--- src/rtl/serial_bus_pkg.sv ---
// serial_bus_pkg: shared states, mode encoding and header sizing for the serial system bus
package serial_bus_pkg;

    typedef enum logic [2:0] {
        IDLE,
        HEADER,
        DATA_IN,
        WRITE,
        READ,
        SEND,
        DRAIN
    } state_t;

    localparam logic MODE_READ  = 1'b0;
    localparam logic MODE_WRITE = 1'b1;

    function automatic int hdr_len(input int addr_width, input int len_width);
        return 1 + len_width + addr_width;
    endfunction

endpackage

--- src/rtl/serial_slave_mem.sv ---
// serial_slave_mem: single-port register array, synchronous write, combinational read, no reset
module serial_slave_mem #(
    parameter int DATA_WIDTH = 8,
    parameter int MEM_DEPTH  = 64,
    parameter int MEM_AW     = $clog2(MEM_DEPTH)
) (
    input  logic                  clk,
    input  logic                  i_we,
    input  logic [MEM_AW-1:0]     i_addr,
    input  logic [DATA_WIDTH-1:0] i_wdata,
    output logic [DATA_WIDTH-1:0] o_rdata
);

    logic [DATA_WIDTH-1:0] r_mem [MEM_DEPTH];

    // Contents persist across reset so the array carries no reset term
    always_ff @(posedge clk) begin
        if (i_we) r_mem[i_addr] <= i_wdata;
    end

    assign o_rdata = r_mem[i_addr];

endmodule

--- src/rtl/serial_slave_port.sv ---
// serial_slave_port: bit-serial memory-mapped slave with burst read/write, abort and decode error
module serial_slave_port
    import serial_bus_pkg::*;
#(
    parameter int                    ADDR_WIDTH = 16,
    parameter int                    DATA_WIDTH = 8,
    parameter int                    LEN_WIDTH  = 2,
    parameter int                    MEM_DEPTH  = 64,
    parameter logic [ADDR_WIDTH-1:0] BASE_ADDR  = 16'h0000
) (
    input  logic clk,
    input  logic rstn,
    input  logic i_wr_bus,
    input  logic i_master_valid,
    input  logic i_master_ready,
    output logic o_rd_bus,
    output logic o_slave_ready,
    output logic o_slave_valid,
    output logic o_wr_done,
    output logic o_dec_err
);

    localparam int H      = hdr_len(ADDR_WIDTH, LEN_WIDTH);
    localparam int HW     = H - 1;
    localparam int MEM_AW = $clog2(MEM_DEPTH);
    localparam int CW     = $clog2(((H > DATA_WIDTH) ? H : DATA_WIDTH) + 1);
    localparam logic [CW-1:0] HLAST = CW'(H - 1);
    localparam logic [CW-1:0] DLAST = CW'(DATA_WIDTH - 1);

    state_t                r_state, w_state_nxt;
    logic [CW-1:0]         r_cnt;
    logic [LEN_WIDTH-1:0]  r_words;
    logic                  r_mode;
    logic [HW-2:0]         r_hdr;
    logic [MEM_AW-1:0]     r_idx;
    logic [DATA_WIDTH-1:0] r_sh;
    logic                  r_dec_err;

    logic [HW-1:0]         w_hdr;
    logic [ADDR_WIDTH-1:0] w_addr;
    logic [LEN_WIDTH-1:0]  w_len;
    logic                  w_hit, w_hdr_last, w_dat_last, w_more, w_we;
    logic [DATA_WIDTH-1:0] w_rdata;

    // The final header bit is folded in combinationally so decode happens on its acceptance edge
    assign w_hdr      = {r_hdr, i_wr_bus};
    assign w_addr     = w_hdr[ADDR_WIDTH-1:0];
    assign w_len      = w_hdr[HW-1 -: LEN_WIDTH];
    assign w_hit      = w_addr[ADDR_WIDTH-1:MEM_AW] == BASE_ADDR[ADDR_WIDTH-1:MEM_AW];
    assign w_hdr_last = r_cnt == HLAST;
    assign w_dat_last = r_cnt == DLAST;
    assign w_more     = r_words != '0;
    assign w_we       = (r_state == WRITE) && rstn;
    assign o_dec_err  = r_dec_err;

    serial_slave_mem #(
        .DATA_WIDTH(DATA_WIDTH),
        .MEM_DEPTH (MEM_DEPTH)
    ) u_mem (
        .clk    (clk),
        .i_we   (w_we),
        .i_addr (r_idx),
        .i_wdata(r_sh),
        .o_rdata(w_rdata)
    );

    // State register
    always_ff @(posedge clk) begin
        if (!rstn) r_state <= IDLE;
        else       r_state <= w_state_nxt;
    end

    // Next-state and Moore output decode
    always_comb begin
        w_state_nxt   = r_state;
        o_slave_ready = 1'b0;
        o_slave_valid = 1'b0;
        o_wr_done     = 1'b0;
        o_rd_bus      = 1'b0;
        case (r_state)
            IDLE: begin
                o_slave_ready = 1'b1;
                if (i_master_valid) w_state_nxt = HEADER;
            end
            HEADER: begin
                o_slave_ready = 1'b1;
                if (!i_master_valid) w_state_nxt = IDLE;
                else if (w_hdr_last) w_state_nxt = !w_hit ? DRAIN : (r_mode == MODE_WRITE) ? DATA_IN : READ;
            end
            DATA_IN: begin
                o_slave_ready = 1'b1;
                if (!i_master_valid) w_state_nxt = IDLE;
                else if (w_dat_last) w_state_nxt = WRITE;
            end
            WRITE: begin
                o_wr_done   = 1'b1;
                w_state_nxt = w_more ? DATA_IN : IDLE;
            end
            READ: w_state_nxt = SEND;
            SEND: begin
                o_slave_valid = 1'b1;
                o_rd_bus      = r_sh[DATA_WIDTH-1];
                if (!i_master_valid) w_state_nxt = IDLE;
                else if (i_master_ready && w_dat_last) w_state_nxt = w_more ? READ : IDLE;
            end
            DRAIN: if (!i_master_valid) w_state_nxt = IDLE;
            default: w_state_nxt = IDLE;
        endcase
    end

    // Header capture, data shifting, bit/word counting and burst address stepping
    always_ff @(posedge clk) begin
        if (!rstn) begin
            r_cnt     <= '0;
            r_words   <= '0;
            r_mode    <= MODE_READ;
            r_hdr     <= '0;
            r_idx     <= '0;
            r_sh      <= '0;
            r_dec_err <= 1'b0;
        end else begin
            r_dec_err <= (r_state == HEADER) && i_master_valid && w_hdr_last && !w_hit;
            case (r_state)
                IDLE: begin
                    if (i_master_valid) begin
                        r_mode <= i_wr_bus;
                        r_cnt  <= CW'(1);
                    end
                end
                HEADER: begin
                    if (!i_master_valid) r_cnt <= '0;
                    else begin
                        r_hdr <= w_hdr[HW-2:0];
                        r_cnt <= w_hdr_last ? '0 : r_cnt + 1'b1;
                        if (w_hdr_last) begin
                            r_idx   <= w_addr[MEM_AW-1:0];
                            r_words <= w_len;
                        end
                    end
                end
                DATA_IN: begin
                    if (!i_master_valid) r_cnt <= '0;
                    else begin
                        r_sh  <= {r_sh[DATA_WIDTH-2:0], i_wr_bus};
                        r_cnt <= w_dat_last ? '0 : r_cnt + 1'b1;
                    end
                end
                WRITE: begin
                    if (w_more) begin
                        r_words <= r_words - 1'b1;
                        r_idx   <= r_idx + 1'b1;
                    end
                end
                READ: r_sh <= w_rdata;
                SEND: begin
                    if (!i_master_valid) r_cnt <= '0;
                    else if (i_master_ready) begin
                        r_sh  <= {r_sh[DATA_WIDTH-2:0], 1'b0};
                        r_cnt <= w_dat_last ? '0 : r_cnt + 1'b1;
                        if (w_dat_last && w_more) begin
                            r_words <= r_words - 1'b1;
                            r_idx   <= r_idx + 1'b1;
                        end
                    end
                end
                default: r_cnt <= r_cnt;
            endcase
        end
    end

endmodule

--- config.mk ---
export PLATFORM = sky130hd
export DESIGN_NAME = serial_slave_port
export DESIGN_NICKNAME = d
export VERILOG_FILES = /design/src/rtl/serial_bus_pkg.sv /design/src/rtl/serial_slave_mem.sv /design/src/rtl/serial_slave_port.sv
export SDC_FILE = /design/constraint.sdc
export NUM_CORES = 1
export LEC_CHECK = 0
export CORE_MARGIN = 4
export CORE_UTILIZATION = 35
export CTS_BUF_LIST = sky130_fd_sc_hd__clkbuf_8
export CTS_CLUSTER_SIZE = 20
export DETAILED_ROUTE_END_ITERATION = 16
export MAX_ROUTING_LAYER = met4
export SYNTH_ARGS = -nofsm -noshare
export SYNTH_HDL_FRONTEND = slang
export SYNTH_SLANG_ARGS = --single-unit
--- constraint.sdc ---
create_clock -name clk -period 2.53 [get_ports clk]
set_input_delay 0.506 -clock clk [delete_from_list [all_inputs] [get_ports clk]]
set_output_delay 0.506 -clock clk [all_outputs]
set_load 0.005 [all_outputs]
==> qor.yml, run 1 <==
fill_cells: 5691
rows: 92
hold_viol: 0
tns_ps: 0
syn_to_final_growth_pct: 17.1
routed_wl_um: 53900
wl_met3_um: 3130
path_cells: "buf_12, buf_4, mux4_1, o21ai_0, nor4bb_1, buf_4, a2111oi_1"
clockBufferDepth: 3
clock.fmax_ghz: 0.409
syn_inst: 1267
p_leak_nw: 7.91
vias_per_cell: 5.18
start_util_pct: 35.6
synth_edf_count: 512
ys_ff_latch: 561
grt_overflow_total: 0
hp-class: "flop to flop"
die_area_sq_um: 68800
timing.max_cap.violations: 0
met1_length_um: 22600
wl_per_cell_um: 22.5
crit_type: "flop to flop"
syn-cell-area_sq_um: 22600
synth_cell_types: 68
detail-route-antenna-nets: 0
die_x_um: 262
cpMaxStageDelayCell: "mux4_1"
pre_cts_ws_ps: -36.4
drive_above_1_share_pct: 27.3
dp_hpwl_um: 35000
h-tree-depth: 3
clock-root-buffer: "clkbuf_8"
status: "finished clean"
power-per-cell-area_nw_per_um2: 668
dr.pass1.iters: 6
via_count: 12400
drt-initial-drc-count: 1139
core_sq_um: 63500
die_y_um: 262
end_kind: "flop"
slew_viol_final: 0
synth_commonest_cells: "edfxtp_1 (512), nor2_1 (88), mux4_2 (84), nand2_1 (83), mux2i_1 (54)"
max_stage_delay_ps: 630
setup_slack_ps: 86.3
ir_worst_vdd_uv: 304
synth_most_common_cell: "edfxtp_1"
rsz0062_at_grt: "false"
grt_pass1_vias: 12700
cts_tree: "done"
relSlewSlack_pct: 52.9
cp-start-kind: "flop"
grt_use_total_pct: 15.8
synth_top_cell_by_area: "edfxtp_1"
clk_latency_ps: 650
tightestPinTransition_ps: 707
yosysSeqAreaShare_pct: 72.3
antenna_found_initial: 1
cp_top_family: "buffers and inverters"
io_buffer_count: 9
synthTopCellsByArea: "edfxtp_1 (68%), mux4_2 (8.4%), dfxtp_1 (4.3%)"
synth_nets: 1276
grt_max_degree: 66
cp_data_required_time_ps: 3040
placed_area_sq_um: 24900
grt_pass1_wl_um: 80700
setup_viol: 0
synth_top_area_share_pct: 67.9
place_congestion: 0.879
path_max_fanout: 17
wl_met2_um: 26300
stdcell_area_sq_um: 26500
synth_flop_cell: "edfxtp_1"
min_period_ps: 2440
cp_common_cell: "buf_4"
fin_nets: 1488
clock-sinks: 561
cts_hold_buf: 0
finalClockSkew_ps: 24.8
synthArstFlopShare_pct: 0
cp.arrival_ps: 2950
worst-path-buf-inv: 3
highest_layer: "met4"
avgSynthCellArea_sq_um: 17.9
yosys_warnings: 0
numCtsBuffers: 85
min_period_over_period_pct: 96.6
ios: 10
drcViolationCount: 0
hp-start: "r_hdr[9]"
clk_pin_slew_ps: 60
## final timing paths
path                            endpoint  slack [ps]  cells after the start
worst max-delay path             r_sh[3]          90                      7
worst max register to register   r_sh[3]          90                      7
worst min register to register  r_hdr[9]         470                      2
worst min-delay path            r_hdr[9]         470                      2
## layout by cell type (no fill, tap or decap), drive strengths merged, types with 12 or more instances in the layout
cell,instances
a211oi,38
a21oi,37
buf,190
clkbuf,87
clkinv,39
dfxtp,49
edfxtp,512
inv,33
mux2i,54
mux4,109
nand2,84
nand3,23
nor2,88
nor2b,28
o21ai,38
o22ai,12
## routing by layer
metal | vias to the layer above | track usage, %
met1 | 6339 | 20.2
met4 | 0 | 6.61
met5 | - | -
met2 | 413 | 25.2
met3 | 112 | 2.87
li1 | 5533 | -
## logic make-up (layout without fill, tap and decap cells)
group,count (synthesis),in the layout,synth area share (%)
AOI/OAI and AO/OA,172,172,5.14
and+or+nand+nor,278,278,5.87
buffers and inverters,86,364,2.71
xor gates and xnor gates,2,2,0.0774
other,0,1,0
adders and majority gates,4,4,0.221
muxes,164,164,13.7
DFF,561,561,72.3
## stage by stage
step / power, W / hold WS [ps] / std cells / utilization (%)
2_1_floorplan: 0.0108 / 437 / 1267 / -
3_3_place_gp: 0.0111 / 454 / 2236 / 39.2
3_5_place_dp: 0.0111 / 462 / 2236 / 39.2
4_1_cts: 0.0179 / 450 / 2391 / 41.7
5_1_grt: 0.0184 / 498 / 2392 / 41.7
6_report: 0.0177 / 470 / 2392 / 41.7
## power by group
| group | switching [W] | internal [W] | leakage (nW) | total (W) |
|---|---|---|---|---|
| combinational | 0.000485 | 0.000361 | 2.42 | 0.000846 |
| sequential | 0.0000530 | 0.0101 | 4.64 | 0.0101 |
| clock | 0.00343 | 0.00331 | 0.848 | 0.00674 |
## final cells by class
cell class	count	area [sq um]	share of cell area [%]
diodes	1	2.50	0.00945
clock buffers	87	1200	4.52
clock inverters	66	317	1.20
inverters	12	45.0	0.170
multi-input cells	620	5700	21.5
flip-flops and latches	561	16400	61.8
well taps	846	1060	4.00
repair buffers	199	1790	6.75
## state kept, by name (all words and copies together) (netlist names), named ones only
register,cells
u_mem.r_mem,512
r_hdr,17
r_sh,8
r_idx,6
r_cnt,5
r_state,3
r_words,2
o_dec_err,1
r_mode,1
## worst min-delay path, stage by stage (launching register included)
cell     delay [ps]
dfxtp_1         320
nand2_1          50
a21oi_1          50
## repair_timing
action	in CTS	in global routing
buffers inserted	1	0
endpoints found under the hold margin	0	0
cloned	1	0
pin swaps	1	0
setup endpoints to repair	4	3
resized for setup	12	5
Power figures use the tool's default switching activity.
==> run 2, diff against run 1 <==
CAP_MARGIN = 20   (was not set)
==> results of run 2 <==
The final DEF is identical to that of run 1; final timing and power are the same.
==> run 3, diff against run 2 <==
DONT_BUFFER_PORTS = 1   (was not set)
REMOVE_ABC_BUFFERS = 1   (was not set)
SKIP_CTS_REPAIR_TIMING = 1   (was not set)
==> qor.yml, run 3 (synthesis results as in run 1) <==
status: "finished clean"  # unchanged
core_sq_um: 63500  # unchanged
reg_top3: "u_mem.r_mem: 512 flops, r_hdr: 17 flops, r_sh: 8 flops"  # unchanged
cp-start-kind: "flop"  # unchanged
largest_reg_flops: 512  # unchanged
clock-sinks: 561  # unchanged
grt_overflow_total: 0  # unchanged
dr.pass1.iters: 5  # was 6
hp-class: "input port to flop"  # was flop to flop
antenna_found_initial: 1  # unchanged
clk_latency_ps: 660  # was 650 ps
final_cell_mix: "edfxtp_1 (512), buf_4 (156), nor2_1 (88), clkbuf_8 (88), mux4_2 (84)"  # was edfxtp_1 (512), buf_4 (165), clkbuf_8 (87)
min_period_ps: 2510  # was 2440 ps
h-tree-depth: 3  # unchanged
ir_worst_vdd_uv: 364  # was 304 uV
relSlewSlack_pct: 48.7  # was 52.9%
cts_tree: "done"  # unchanged
detail-route-antenna-nets: 0  # unchanged
wl_per_cell_um: 22.9  # was 22.5 um
min_period_over_period_pct: 99.1  # was 96.6%
tns_ps: 0  # unchanged
syn_to_final_growth_pct: 16.4  # was 17.1%
dp.cells: 2203  # was 2236
setup_viol: 0  # unchanged
rsz0062_at_grt: "false"  # unchanged
die_area_sq_um: 68800  # unchanged
stdcell_area_sq_um: 26300  # was 26500 sq um
min_path_cells: 2  # unchanged
clock.fmax_ghz: 0.399  # was 0.409 GHz
drive_above_1_share_pct: 26.4  # was 27.3%
cp.arrival_ps: 3040  # was 2950 ps
grt_pass1_vias: 12700  # about the same
rows: 92  # unchanged
tightestPinTransition_ps: 749  # was 707 ps
hp-start: "rstn"  # was r_hdr[9]
clockBufferDepth: 3  # unchanged
vias_per_cell: 5.20  # was 5.18
placed_area_sq_um: 24500  # was 24900 sq um
grt_pass1_wl_um: 79900  # was 80700 um
grt_use_total_pct: 15.7  # was 15.8%
top_register: "u_mem.r_mem"  # unchanged
numCtsBuffers: 87  # was 85
p_leak_nw: 7.85  # was 7.91 nW
final_common_cell: "edfxtp_1"  # unchanged
die_x_um: 262  # unchanged
grt_max_degree: 50  # was 66
place_congestion: 0.885  # was 0.879
fin_nets: 1465  # was 1488
clk_pin_slew_ps: 60  # about the same
drt-initial-drc-count: 1190  # was 1139
start_util_pct: 35.6  # unchanged
io_buffer_count: 0  # was 9
cp_data_required_time_ps: 3060  # was 3040 ps
hold_viol: 0  # unchanged
timing.max_cap.violations: 0  # unchanged
clock-root-buffer: "clkbuf_8"  # unchanged
ios: 10  # unchanged
dp_hpwl_um: 34800  # was 35000 um
die_y_um: 262  # unchanged
setup_slack_ps: 23.5  # was 86.3 ps
via_count: 12300  # was 12400
stdcell_count: 2367  # was 2392
crit_type: "flop to flop"  # unchanged
power-per-cell-area_nw_per_um2: 688  # was 668 nW/um^2
pre_cts_ws_ps: -330  # was -36.4 ps
finalClockSkew_ps: 27.2  # was 24.8 ps
path_max_fanout: 13  # was 17
end_kind: "flop"  # unchanged
routed_wl_um: 54100  # was 53900 um
drcViolationCount: 0  # unchanged
slew_viol_final: 0  # unchanged
reg2reg_depth: 7  # unchanged
## run 3: critical path, stage by stage (launching register included)
cell and delay (ps):
dfxtp_4 470, buf_16 220, nand2b_2 260, a211oi_1 420, buf_4 180, o21ai_0 160, and4bb_2 320, a2111oi_2 340
## run 3: power by group
group / internal [W] / leakage, nW / switching [W]
sequential: 0.0101 / 4.64 / 0.0000673
clock: 0.00375 / 0.930 / 0.00342
combinational: 0.000354 / 2.28 / 0.000488
## run 3: area by class of cell
class | instances | area (sq um)
timing repair buffer | 174 | 1520
multi-input combinational | 620 | 5710
fill | 5602 | 37200
sequential | 561 | 16400
tap | 846 | 1060
antenna | 1 | 2.50
clock inverter | 65 | 409
inverter | 12 | 45.0
clock buffer | 88 | 1210
## run 3: metrics by stage
stage                     hold slack (ps)  util, %  power, W
final                                35.9     41.5    0.0181
after global routing                 14.7     41.5    0.0189
after CTS                           -77.6     41.2    0.0183
after detailed placement              462     38.6    0.0111
after global placement                448     38.6    0.0111
after floorplan                       437        -    0.0108
## run 3: path summary, 6_finish.rpt
path / slack [ps] / endpoint
setup / recovery: 20 / r_sh[1]
hold / removal: 40 / r_idx[5]
setup reg to reg: 20 / r_sh[1]
hold reg to reg: 470 / r_hdr[16]
## run 3: routing by layer
layer | vias to the layer above | global-route usage, % | wire length [um]
met2 | 419 | 24.8 | 25900
met1 | 6270 | 20.5 | 23000
met5 | - | - | 0
met3 | 126 | 2.81 | 3220
met4 | 0 | 6.15 | 2010
li1 | 5489 | - | -
